### src/rtl/captura_pkg.sv
// Shared types and default widths for the operand/opcode capture block.
package captura_pkg;

   localparam int unsigned DefInLength  = 16;
   localparam int unsigned DefNOperands = 2;
   localparam int unsigned DefOpLength  = 2;

   // Capture FSM states; encoding 3 is unused and recovers as a clear.
   typedef enum logic [1:0] {
      S_OPERAND = 2'd0,
      S_OPCODE  = 2'd1,
      S_DONE    = 2'd2
   } state_t;

endpackage

### src/rtl/edge_rise.sv
// Registered rising-edge detector with asynchronous active-high reset.
// RstVal sets the sampled level after reset; 1 suppresses an event for a
// level already high when reset is released.
module edge_rise #(
   parameter bit RstVal = 1'b1
) (
   input  logic clk_i,
   input  logic rst_i,
   input  logic d_i,
   output logic rise_o
);

   logic d_q;

   // Sample the input level every cycle.
   always_ff @(posedge clk_i or posedge rst_i) begin
      if (rst_i) begin
         d_q <= RstVal;
      end else begin
         d_q <= d_i;
      end
   end

   assign rise_o = d_i & ~d_q;

endmodule

### src/rtl/captura_operandos.sv
// Operand/opcode capture register for the calculator front end.
// Captures N_OPERANDS operands then one opcode from IN on rising edges of LOAD.
// Optional feature: define CAPTURA_BACK_EN to let BACK undo the last capture.
module captura_operandos
   import captura_pkg::*;
#(
   parameter int unsigned IN_LENGTH  = DefInLength,
   parameter int unsigned N_OPERANDS = DefNOperands,
   parameter int unsigned OP_LENGTH  = DefOpLength,
   localparam int unsigned IdxW      = $clog2(N_OPERANDS + 1)
) (
   input  logic                            CLK,
   input  logic                            RESET,
   input  logic [IN_LENGTH-1:0]            IN,
   input  logic                            LOAD,
   input  logic                            BACK,
   input  logic                            CLEAR,
   output logic [N_OPERANDS*IN_LENGTH-1:0] OPERANDS_OUT,
   output logic [OP_LENGTH-1:0]            OP_OUT,
   output logic [1:0]                      STATE_OUT,
   output logic [IdxW-1:0]                 IDX_OUT,
   output logic                            DONE_OUT,
   output logic                            CAPTURE_PULSE
);

   state_t                 state_q, state_d;
   logic [IdxW-1:0]        idx_q, idx_d;
   logic [IN_LENGTH-1:0]   ops_q [N_OPERANDS];
   logic [IN_LENGTH-1:0]   ops_d [N_OPERANDS];
   logic [OP_LENGTH-1:0]   op_q, op_d;
   logic                   pulse_q, pulse_d;
   logic                   load_rise;
   logic                   state_ok;

   edge_rise #(
      .RstVal (1'b1)
   ) u_load_edge (
      .clk_i  (CLK),
      .rst_i  (RESET),
      .d_i    (LOAD),
      .rise_o (load_rise)
   );

`ifdef CAPTURA_BACK_EN
   logic back_rise;

   edge_rise #(
      .RstVal (1'b1)
   ) u_back_edge (
      .clk_i  (CLK),
      .rst_i  (RESET),
      .d_i    (BACK),
      .rise_o (back_rise)
   );
`else
   // BACK has no function in this build.
   logic unused_back;
   assign unused_back = BACK;
`endif

   assign state_ok = (state_q == S_OPERAND) || (state_q == S_OPCODE) || (state_q == S_DONE);

   // State and captured-data registers.
   always_ff @(posedge CLK or posedge RESET) begin
      if (RESET) begin
         state_q <= S_OPERAND;
         idx_q   <= '0;
         op_q    <= '0;
         pulse_q <= 1'b0;
         for (int k = 0; k < N_OPERANDS; k++) begin
            ops_q[k] <= '0;
         end
      end else begin
         state_q <= state_d;
         idx_q   <= idx_d;
         op_q    <= op_d;
         pulse_q <= pulse_d;
         for (int k = 0; k < N_OPERANDS; k++) begin
            ops_q[k] <= ops_d[k];
         end
      end
   end

   // Next-state: CLEAR beats undo beats load; a losing event is dropped.
   always_comb begin
      state_d = state_q;
      idx_d   = idx_q;
      op_d    = op_q;
      pulse_d = 1'b0;
      for (int k = 0; k < N_OPERANDS; k++) begin
         ops_d[k] = ops_q[k];
      end

      if (CLEAR || !state_ok) begin
         state_d = S_OPERAND;
         idx_d   = '0;
         op_d    = '0;
         for (int k = 0; k < N_OPERANDS; k++) begin
            ops_d[k] = '0;
         end
      end
`ifdef CAPTURA_BACK_EN
      else if (back_rise) begin
         case (state_q)
            S_OPERAND: begin
               if (idx_q != '0) begin
                  for (int k = 0; k < N_OPERANDS; k++) begin
                     if (IdxW'(k + 1) == idx_q) begin
                        ops_d[k] = '0;
                     end
                  end
                  idx_d = idx_q - IdxW'(1);
               end
            end
            S_OPCODE: begin
               ops_d[N_OPERANDS-1] = '0;
               idx_d               = IdxW'(N_OPERANDS - 1);
               state_d             = S_OPERAND;
            end
            S_DONE: begin
               op_d    = '0;
               state_d = S_OPCODE;
            end
            default: ;
         endcase
      end
`endif
      else if (load_rise) begin
         pulse_d = 1'b1;
         case (state_q)
            S_OPERAND: begin
               for (int k = 0; k < N_OPERANDS; k++) begin
                  if (IdxW'(k) == idx_q) begin
                     ops_d[k] = IN;
                  end
               end
               if (idx_q < IdxW'(N_OPERANDS - 1)) begin
                  idx_d = idx_q + IdxW'(1);
               end else begin
                  idx_d   = IdxW'(N_OPERANDS);
                  state_d = S_OPCODE;
               end
            end
            S_OPCODE: begin
               op_d    = IN[OP_LENGTH-1:0];
               state_d = S_DONE;
            end
            S_DONE: begin
               // Start a new calculation with this value as operand 0.
               for (int k = 1; k < N_OPERANDS; k++) begin
                  ops_d[k] = '0;
               end
               ops_d[0] = IN;
               op_d     = '0;
               idx_d    = IdxW'(1);
               state_d  = (N_OPERANDS == 1) ? S_OPCODE : S_OPERAND;
            end
            default: pulse_d = 1'b0;
         endcase
      end
   end

   // Outputs are pure decodes of registered state.
   always_comb begin
      OPERANDS_OUT = '0;
      for (int k = 0; k < N_OPERANDS; k++) begin
         OPERANDS_OUT[k*IN_LENGTH +: IN_LENGTH] = ops_q[k];
      end
      OP_OUT        = op_q;
      STATE_OUT     = state_q;
      IDX_OUT       = idx_q;
      DONE_OUT      = (state_q == S_DONE);
      CAPTURE_PULSE = pulse_q;
   end

endmodule

### config.mk
export PLATFORM = sky130hd
export DESIGN_NAME = captura_operandos
export DESIGN_NICKNAME = d
export VERILOG_FILES = /design/src/rtl/captura_pkg.sv /design/src/rtl/edge_rise.sv /design/src/rtl/captura_operandos.sv
export SDC_FILE = /design/constraint.sdc
export NUM_CORES = 1
export LEC_CHECK = 0
export BUFFER_PORTS_ARGS = -buffer_cell sky130_fd_sc_hd__buf_2
export CORE_MARGIN = 2
export CORE_UTILIZATION = 54
export DETAILED_ROUTE_END_ITERATION = 8
export PLACE_DENSITY_LB_ADDON = 0.05
export SLEW_MARGIN = 15
export SYNTH_ARGS = -nofsm -noshare
export SYNTH_HDL_FRONTEND = slang
export SYNTH_SLANG_ARGS = --single-unit
### constraint.sdc
create_clock -name CLK -period 3.92 [get_ports CLK]
set_input_delay 0.784 -clock CLK [delete_from_list [all_inputs] [get_ports CLK]]
set_output_delay 0.784 -clock CLK [all_outputs]
set_load 0.005 [all_outputs]
Yosys cells after proc, flatten, opt, wreduce, memory -nomap -nowiden
Index checks and enable logic that the tools add are counted.

Multiplexer cells: 19. Equality and inequality tests: 6. Bitwise operators: 2. Reductions and logical operators: 16. $lt $le $gt $ge: 1. $add $sub $neg: 1.

Operators by type and width (number): $mux W32 (2); $pmux W32 S2 (1); $mux W16 (2); $mux W2 (8); $reduce_and A3 Y1 (3); $pmux W2 S2 (2); $ne A3 B1 Y1 const B (2); $pmux W2 S3 (1); $reduce_bool A3 Y1 (2); $logic_not A2 Y1 (2); $reduce_and A2 Y1 (2); $reduce_bool A4 Y1 (1); $logic_or A1 B1 Y1 (3); $mux W1 (3); $ne A3 B3 Y1 const B (1); $reduce_or A3 Y1 (1); $add A2 B1 Y2 const B (1); $eq A1 B2 Y1 const A (1); $eq A2 B1 Y1 const B (1); $eq A2 B2 Y1 const B (1); $lt A2 B1 Y1 const B (1); $reduce_bool A2 Y1 (1); $and A1 B1 Y1 (1); $logic_not A1 Y1 (1); $not A1 Y1 (1).

Logic and storage cells: 52. Bits of input ports: 21. Output and inout bits: 40. Flip-flop bits (word level): 40.

Longest topological paths before layout
Gate-level depths: netlist (run 1).

Depth after elaboration: 7. Mapped depth: 7. Depth with buffers taken out: 6.

Modules after synthesis
A second synthesis (run 1) with hierarchy kept.

Cell total of the unflattened synthesis: 121. Area, all modules: 1651.6 um^2.

Modules (own cells, without submodules): captura_operandos (cells an instance 118, area an instance 1607.8 um^2, instances 1, sequential area each 975.9 um^2); edge_rise (cells an instance 3, area an instance 43.8 um^2, instances 1, sequential area each 26.3 um^2).

Worst setup path after synthesis (run 1)
OpenSTA, ideal clock, no wires.

Kind: input-to-reg. From: input port CLEAR. To: register state_q[0] (netlist: STATE_OUT[0]). Library setup time: 0.125 ns. Path slack: 2.157 ns. Stages: 4. Data arrival time: 1.639 ns. Path through: nor2_8 -> nand2_4 -> o32ai_2 -> mux2_2.

Longest elaborated chain between the ends: 3. Elaborated cells on any way between the ends: 6.

Ends and longest elaborated chain: from (decl) (RTL line captura_operandos.sv:17) `input logic CLEAR,`; $logic_or A1 B1 Y1 * (RTL line captura_operandos.sv:94) `if (CLEAR || !state_ok) begin`; $ne A3 B3 Y1 (no line) (tied with other cells); $reduce_and A3 Y1 (no line); to (signal assigned) (RTL line captura_operandos.sv:74) `state_q <= state_d;`; to (decl) (RTL line captura_operandos.sv:26) `state_t state_q, state_d;`.

Mark *: on every way between the ends. The rest lies on a longest branch, timed or not. A chain may end at the register's enable or synchronous reset.

Worst setup path in the final report (run 1)
From: register state_q[0] (netlist: STATE_OUT[0]). To: output port DONE_OUT.

Longest elaborated chain between the ends: 1.

Ends and longest elaborated chain: $eq A2 B2 Y1 (RTL line captura_operandos.sv:172) `DONE_OUT = (state_q == S_DONE);`; to (decl) (RTL line captura_operandos.sv:22) `output logic DONE_OUT,`.

Every way passes these cells.

==> qor.yml, run 1 <==
global_route:
  grt_usage_pct: 20.6
  grt_pass1_vias: 1345
  grt_pass1_wl_mm: 6.42
  grt_overflow: 0
  grt_max_degree: 41
  antenna_found_initial: 0
status:
  status: "completed"
route:
  ant_nets: 0
  first_iter_violations: 59
  routed_wl_mm: 3.76
  wl_per_cell_um: 12.9
  remaining_drc_errors: 0
  firstDrtPassIters: 4
  via_per_inst: 4.77
  num_vias: 1388
sta:
  fmax_mhz: 447
  final-hold-violation-count: 0
  slew_headroom_pct: 53.7
  finalMaxSlewViolations: 0
  layout_min_cycle_time_ps: 2240
  setup_viol: 0
  fin_crit_sh_pct: 57.0
  hold_ws_ps: 521
  grt_setup_unrepaired: "no"
  worst_slew_pin_slew_ps: 691
  finalClockSkew_ps: 11.8
  setup_tns_ps: 0
floorplanning:
  die_y_um: 63.9
  start_util_pct: 57.3
  die_w_um: 63.9
  fp.dieArea_sq_um: 4090
  core_area_sq_um: 3390
  rows: 21
  ios: 61
placed_design:
  post-dp-hpwl_mm: 2.72
  placedCellCount: 283
  io_buffers: 59
  gp_congestion: 0.828
clock_tree:
  clock_sinks: 40
  insertion_delay_ps: 360
  clk_pin_slew_worst_paths_ps: 120
  cts_setup_buffers: 0
  holdBufCountCts: 0
  cts_resized: 0
  tritoncts: "yes"
  htree_levels: 2
  cts_root_buffer: "clkbuf_4"
  numCtsBuffers: 5
  clockBufferDepth: 2
worst_setup_path:
  rr_endpoint: "OPERANDS_OUT[19]"
  critPathCaptureType: "output pin"
  rr_worst_depth: 5
  crit_arrival_ps: 1450
  worstSetupPathType: "flip-flop to output pin"
  r2r_start: "STATE_OUT[0]"
  cp-start-kind: "flip-flop"
  reg2reg_slack_ps: 1750
  cp.required_ps: 3140
  crit_fanout: 7
power:
  powerDensity_nw_per_um2: 623
  peakVddDrop_v: 0.000364
  power_leakage_nw: 1.31
logic_synthesis:
  synth.area.top_cells: "dfrtp_1 (50%), mux2i_1 (17%), nand2_1 (7.2%), inv_1 (6.8%), ha_1 (3.9%)"
  yosysSeqAreaShare_pct: 51.6
  avgSynthCellArea_sq_um: 10.7
  synth.distinct_cells: 26
  async_flop_share_pct: 100
  yosysTopAreaCell: "dfrtp_1"
  synth-edff-count: 0
  synth_seq_cells: 40
  postSynthCellCount: 182
  synthFlopType: "dfrtp_1"
  synth_top_cell_area_share_pct: 50.3
  synth.most_common_cell: "dfrtp_1"
  yosys_warnings: 0
  yosys-top-cells-count: "dfrtp_1 (39), nand2_1 (37), inv_1 (35), mux2i_1 (33), ha_1 (6)"
  syn_area_sq_um: 1940
  synth_fp_nets: 209
hold_path:
  min_path_type: "flip-flop to flip-flop"
  holdPathEnd: "OP_OUT[1]"
  holdCritStartpoint: "OP_OUT[1]"
  min_path_cells: 2
finish:
  drive_gt1_share_pct: 31.4
  nNetsFinal: 271
  num_antenna_cells: 0
  fillers: 269
  finalNonFillerCells: 291
  area.growth.synth_to_final_pct: 19.8
run:
  max_cap_violations: 0
==> layout make-up <==
cell class,count,area [sq um],area share (%)
multi-input cells,102,769,33.1
well taps,46,57.6,2.48
clock inverters,2,10.0,0.431
clock buffers,6,51.3,2.21
inverters,35,131,5.65
flip-flops and latches,40,1000,43.1
repair buffers,60,303,13.0
==> layout by cell type (no fill, tap or decap), types with 2 or more instances in the layout <==
master | Yosys | layout
a21oi_1 | 3 | 3
buf_2 | 0 | 59
clkbuf_4 | 0 | 5
clkinv_2 | 0 | 2
dfrtp_1 | 39 | 39
ha_1 | 6 | 6
inv_1 | 35 | 35
mux2i_1 | 33 | 33
nand2_1 | 37 | 37
nand4b_1 | 2 | 2
nor2_1 | 4 | 4
nor2b_1 | 2 | 2
o21ai_4 | 3 | 3
==> metal layers <==
metal  global-route usage [%]  vias to the layer above  wire length [um]  part of all wire, %
li1                         -                      689                 -                    -
met1                     27.6                      653              1640                   44
met2                     32.2                       39              1820                   49
met3                     4.75                        7               222                  5.9
met4                     8.97                        0                72                  1.9
met5                        0                        -                 0                    0
==> per-stage QoR <==
step / utilization, % / total power, mW / setup WS, ps / cell area, sq um
floorplan: - / 1.04 / 2160 / 1940
global placement: 66.8 / 1.22 / 1650 / 2260
detailed placement: 66.8 / 1.25 / 1620 / 2260
CTS: 68.6 / 1.47 / 1680 / 2320
global route: 68.6 / 1.57 / 1590 / 2320
finish: 68.6 / 1.45 / 1680 / 2320
==> sequential cells by signal (all words and copies together), names as in the netlist <==
register,flops
OPERANDS_OUT,32
IDX_OUT,2
OP_OUT,2
STATE_OUT,2
CAPTURE_PULSE,1
u_load_edge.d_q,1
==> critical path, stage by stage (launching register included) <==
cell	delay, ps
dfrtp_1	470
inv_1	110
ha_1	340
buf_2	180
==> cells by family (layout without fill, tap and decap cells) <==
kind of cell / count (synthesis) / after routing / synth area share [%]
simple gates: 52 / 52 / 12.9
flops: 40 / 40 / 51.6
buf+inv: 40 / 103 / 8.70
mux: 34 / 34 / 17.6
compound gates: 10 / 10 / 5.29
fa+ha+maj: 6 / 6 / 3.87
==> power by group <==
part	switching, mW	internal (mW)
registers	0.0785	0.544
clock network	0.135	0.0854
logic	0.324	0.281
total	0.538	0.910
==> how the worst max path moves through the flow <==
stage | cells after the start | slack (ps) | startpoint | endpoint
final | 3 | 1680 | STATE_OUT[0] | DONE_OUT
after global routing | 3 | 1590 | STATE_OUT[0] | DONE_OUT
after CTS | 3 | 1680 | STATE_OUT[0] | DONE_OUT
after detailed placement | 5 | 1620 | CLEAR | OPERANDS_OUT[26]
after global placement | 5 | 1650 | CLEAR | OPERANDS_OUT[18]
after floorplan | 4 | 2160 | CLEAR | STATE_OUT[0]
Note: power is estimated with default switching activity, not from simulation.
==> run 2: changes to the inputs <==
CORE_UTILIZATION = 45   (was 54)
clock period = 2 ns   (was 3.92 ns; I/O delays follow)
==> qor.yml, run 2 (synthesis gave the netlist of run 1 again) <==
clock_tree:
  clk_pin_slew_worst_paths_ps: 80  # -40 ps
  clockBufferDepth: 2  # unchanged
  htree_levels: 2  # unchanged
  numCtsBuffers: 5  # unchanged
  clock_sinks: 40  # unchanged
  insertion_delay_ps: 280  # -80 ps
  cts_root_buffer: "clkbuf_8"
  tritoncts: "yes"
  holdBufCountCts: 0  # unchanged
global_route:
  grt_max_degree: 41  # unchanged
  antenna_found_initial: 0  # unchanged
  grt_pass1_vias: 1408  # +4.7%
  grt_usage_pct: 17.0  # -3.6 points
  grt_pass1_wl_mm: 6.51  # +1.4%
  grt_overflow: 0  # unchanged
worst_setup_path:
  rr_endpoint: "OPERANDS_OUT[7]"
  crit_fanout: 10  # +3
  cp.required_ps: 2210  # -930 ps
  crit_family: "flip-flops"
  worst_path_max_delay_cell: "dfrtp_2"
  reg2reg_slack_ps: 180  # -1570 ps
  critical_path.max_stage_delay_ps: 450  # -20 ps
  r2r_start: "STATE_OUT[0]"
  rr_worst_depth: 7  # +2
  path_common_cell: "o21ai_4"
  path_buf_inv: 2  # unchanged
  critPathCaptureType: "flip-flop"
  crit_arrival_ps: 2030  # +580 ps
  worstSetupPathType: "flip-flop to flip-flop"
  cp-start-kind: "flip-flop"
  path_cells: "inv_1 -> ha_1 -> nor2_1 -> o21ai_4 -> o21ai_4 -> buf_12 -> mux2i_1"
route:
  ant_nets: 0  # unchanged
  firstDrtPassIters: 4  # unchanged
  routed_wl_mm: 3.92  # +4.3%
  first_iter_violations: 32  # -46%
  wl_per_cell_um: 13.1  # +1.2%
  num_vias: 1426  # +2.7%
  remaining_drc_errors: 0  # unchanged
  via_per_inst: 4.75  # -0.34%
floorplanning:
  die_y_um: 69.7  # +9.0%
  start_util_pct: 47.5  # -9.8 points
  fp.dieArea_sq_um: 4850  # +19%
  ios: 61  # unchanged
  core_area_sq_um: 4090  # +21%
  rows: 23  # +9.5%
  die_w_um: 69.7  # +9.0%
finish:
  largest_reg_flops: 32  # unchanged
  final_util_pct: 59.4  # -9.2 points
  nNetsFinal: 276  # +1.8%
  fillers: 349  # +30%
  final_common_cell: "buf_2"
  finalNonFillerCells: 300  # +3.1%
  drive_gt1_share_pct: 32.8  # +1.4 points
  num_antenna_cells: 0  # unchanged
  layout_common_cells: "buf_2 (59), dfrtp_1 (38), nand2_1 (37)"
  area.growth.synth_to_final_pct: 25.0
sta:
  fmax_mhz: 548
  grt_setup_unrepaired: "no"
  slew_headroom_pct: 66.6  # +13 points
  layout_min_cycle_time_ps: 1820
  setup_tns_ps: 0  # unchanged
  setup_viol: 0  # unchanged
  finalClockSkew_ps: 7.03  # -4.72 ps
  final-hold-violation-count: 0  # unchanged
  finalMaxSlewViolations: 0  # unchanged
  fin_crit_sh_pct: 91.2
  worst_slew_pin_slew_ps: 501  # -191 ps
run:
  max_cap_violations: 0  # unchanged
power:
  power_leakage_nw: 1.35  # +2.9%
  powerDensity_nw_per_um2: 1250  # +100%
  peakVddDrop_v: 0.000619  # +70%
placed_design:
  post-dp-hpwl_mm: 2.92  # +7.3%
  placedCellCount: 291  # +2.8%
  gp_congestion: 0.756  # -8.6%
  io_buffers: 59  # unchanged
status:
  status: "completed"
hold_path:
  min_path_type: "input pin to async pin"
run 2: cell type report:
class	count	area (sq um)	share of cell area, %
sequential	40	1000	41.4
multi-input combinational	102	769	31.7
timing repair buffer	65	365	15.1
inverter	35	131	5.42
clock buffer	7	86.3	3.56
tap	50	62.6	2.58
clock inverter	1	7.51	0.309
run 2: worst max path at each step:
stage,from,endpoint,depth (start not counted)
after global routing,STATE_OUT[0],OPERANDS_OUT[7],7
after CTS,STATE_OUT[0],OPERANDS_OUT[21],5
final,STATE_OUT[0],OPERANDS_OUT[7],7
after global placement,STATE_OUT[0],OPERANDS_OUT[26],5
after floorplan,STATE_OUT[0],STATE_OUT[0],5
after detailed placement,STATE_OUT[0],OPERANDS_OUT[21],5
run 2: where the power goes:
| part | switching (mW) | internal, mW | total, mW | leakage [nW] |
|---|---|---|---|---|
| Clock | 0.272 | 0.280 | 0.553 | 0.0445 |
| Combinational | 0.655 | 0.608 | 1.26 | 0.789 |
| Sequential | 0.149 | 1.07 | 1.22 | 0.519 |
run 2: worst min-delay path, stage by stage:
cell   delay [ps]
buf_2          90
inv_1          40
buf_4         430
run 2: repair_timing:
| item | in CTS | in global routing |
|---|---|---|
| buffers inserted | 0 | 1 |
| setup endpoints to repair | 0 | 18 |
| endpoints found under the hold margin | 0 | 0 |
| gates resized for setup | 0 | 1 |
run 2: metrics by stage:
step / setup slack, ps / hold slack (ps) / power [mW] / instance area (sq um)
after floorplan: 252 / 404 / 2.03 / 1940
after global placement: 140 / 504 / 2.43 / 2310
after detailed placement: 68.4 / 509 / 2.48 / 2310
after CTS: 52.1 / 216 / 3.05 / 2400
after global routing: 12.0 / 212 / 3.26 / 2430
final: 175 / 227 / 3.03 / 2430
run 2: layer usage:
metal,vias to the layer above,track usage (%),part of all wire [%]
met1,686,21.2,46
li1,700,-,-
met4,0,5.98,0.59
met2,38,28.2,48
met3,2,5.09,5.4
met5,-,0,0
==> run 3: changes to the inputs <==
CORE_UTILIZATION = 47   (was 45)
CTS_BUF_LIST = sky130_fd_sc_hd__clkbuf_4   (was default)
MAX_ROUTING_LAYER = met4   (was default)
PLACE_DENSITY_LB_ADDON = 0.1   (was 0.05)
==> qor.yml, run 3 (synthesis gave the netlist of run 1 again) <==
clock_tree:
  numCtsBuffers: 5  # unchanged
  cts_setup_buffers: 0  # unchanged
  cts_resized: 0  # unchanged
  cts_root_buffer: "clkbuf_4"
  insertion_delay_ps: 350  # +70 ps
  holdBufCountCts: 0  # unchanged
  clockBufferDepth: 2  # unchanged
  htree_levels: 2  # unchanged
  clk_pin_slew_worst_paths_ps: 120  # +40 ps
  tritoncts: "yes"
  clock_sinks: 40  # unchanged
worst_setup_path:
  cp-start-kind: "flip-flop"
  crit_fanout: 8  # -2
  cp.required_ps: 2250  # +40 ps
  worstSetupPathType: "flip-flop to flip-flop"
  r2r_start: "STATE_OUT[0]"
  critPathCaptureType: "flip-flop"
  crit_arrival_ps: 2100  # +70 ps
  critical_path.startpoint: "STATE_OUT[0]"
route:
  wl_per_cell_um: 12.6  # -3.4%
  via_per_inst: 4.65  # -2.2%
  ant_nets: 0  # unchanged
  num_vias: 1418  # -0.56%
  routed_wl_mm: 3.85  # -1.8%
  firstDrtPassIters: 4  # unchanged
  first_iter_violations: 76  # +140%
  remaining_drc_errors: 0  # unchanged
sta:
  finalMaxSlewViolations: 0  # unchanged
  slew_headroom_pct: 65.8  # -0.78 points
  finalClockSkew_ps: 7.28  # +0.245 ps
  grt_setup_unrepaired: "no"
  fin_crit_sh_pct: 92.6  # +1.4 points
  setup_viol: 0  # unchanged
  fmax_mhz: 540  # -1.5%
  layout_min_cycle_time_ps: 1850  # +27.5 ps
  worst_slew_pin_slew_ps: 512  # +11.7 ps
  final-hold-violation-count: 0  # unchanged
  setup_tns_ps: 0  # unchanged
power:
  powerDensity_nw_per_um2: 1250  # -0.20%
  power.total_mw: 3.04  # +0.21%
  peakVddDrop_v: 0.000691  # +12%
  power_leakage_nw: 1.38  # +1.7%
placed_design:
  io_buffers: 59  # unchanged
  gp_congestion: 0.746  # -1.4%
  post-dp-hpwl_mm: 2.70  # -7.6%
global_route:
  grt_pass1_wl_mm: 6.31  # -3.1%
  grt_usage_pct: 19.3  # +2.2 points
  grt_overflow: 0  # unchanged
  grt_pass1_vias: 1352  # -4.0%
  grt_max_degree: 41  # unchanged
  antenna_found_initial: 0  # unchanged
floorplanning:
  start_util_pct: 48.5  # +1.0 points
  fp.dieArea_sq_um: 4660  # -4.0%
  core_area_sq_um: 4000  # -2.1%
  die_w_um: 68.3  # -2.0%
  ios: 61  # unchanged
  die_y_um: 68.3  # -2.0%
  rows: 23  # unchanged
run:
  max_cap_violations: 0  # unchanged
finish:
  layout_common_cells: "buf_2 (59), dfrtp_1 (39), nand2_1 (37)"
  area.growth.synth_to_final_pct: 25.5
  nNetsFinal: 281  # +1.8%
  final_common_cell: "buf_2"
  num_antenna_cells: 0  # unchanged
  drive_gt1_share_pct: 34.1  # +1.3 points
  largest_reg_flops: 32  # unchanged
hold_path:
  min_path_type: "input pin to async pin"
status:
  status: "completed"
-- run 3: cell types whose count changed in the layout (fill, tap and decap cells not counted) --
cell,before,now
dfrtp_2,1,0
clkinvlp_4,1,0
clkbuf_1,1,0
bufinv_16,0,1
clkbuf_8,6,0
buf_12,2,1
dfrtp_1,38,39
clkinv_2,0,1
buf_4,4,10
clkbuf_4,0,6
-- run 3: power by group --
part	total, mW	internal (mW)	switching, mW
combinational	1.28	0.628	0.649
sequential	1.22	1.07	0.155
clock	0.544	0.276	0.268
-- run 3: cell type report --
class	count	area, sq um
fill	368	1560
sequential	40	1000
multi-input combinational	102	769
timing repair buffer	70	390
inverter	35	131
tap	50	62.6
clock buffer	6	45.0
clock inverter	2	35.0
-- run 3: worst paths after layout --
path	end	slack, ps	cells past startpoint
setup / recovery	STATE_OUT[0]	150	6
max in group asynchronous	u_load_edge.d_q	1480	3
hold / removal	OPERANDS_OUT[6]	150	3
hold reg to reg	OPERANDS_OUT[12]	520	2
min in group CLK	u_load_edge.d_q	150	1
setup reg to reg	STATE_OUT[0]	150	6
-- run 3: metrics by stage --
stage | setup WS [ps] | cells | area [sq um] | utilization [%] | hold slack [ps]
2_1_floorplan | 252 | 182 | 1940 | - | 404
3_3_place_gp | 66.1 | 292 | 2310 | 57.6 | 504
3_5_place_dp | 39.7 | 292 | 2310 | 57.6 | 512
4_1_cts | 16.0 | 300 | 2390 | 59.6 | 138
5_1_grt | 43.7 | 305 | 2440 | 60.9 | 134
6_report | 148 | 305 | 2440 | 60.9 | 147
-- run 3: routing by layer --
metal,up-vias,global-route usage [%],share of wire (%)
li1,710,-,-
met1,664,23.5,47
met2,37,30.8,46
met3,7,5.10,5.5
met4,0,6.75,1.6
met5,-,-,0
-- run 3: critical path, stage by stage, from the launching register on --
cell,delay [ps]
dfrtp_1,470
ha_1,300
nor2_8,150
buf_4,190
o21ai_4,100
o32ai_2,160
mux2_2,370
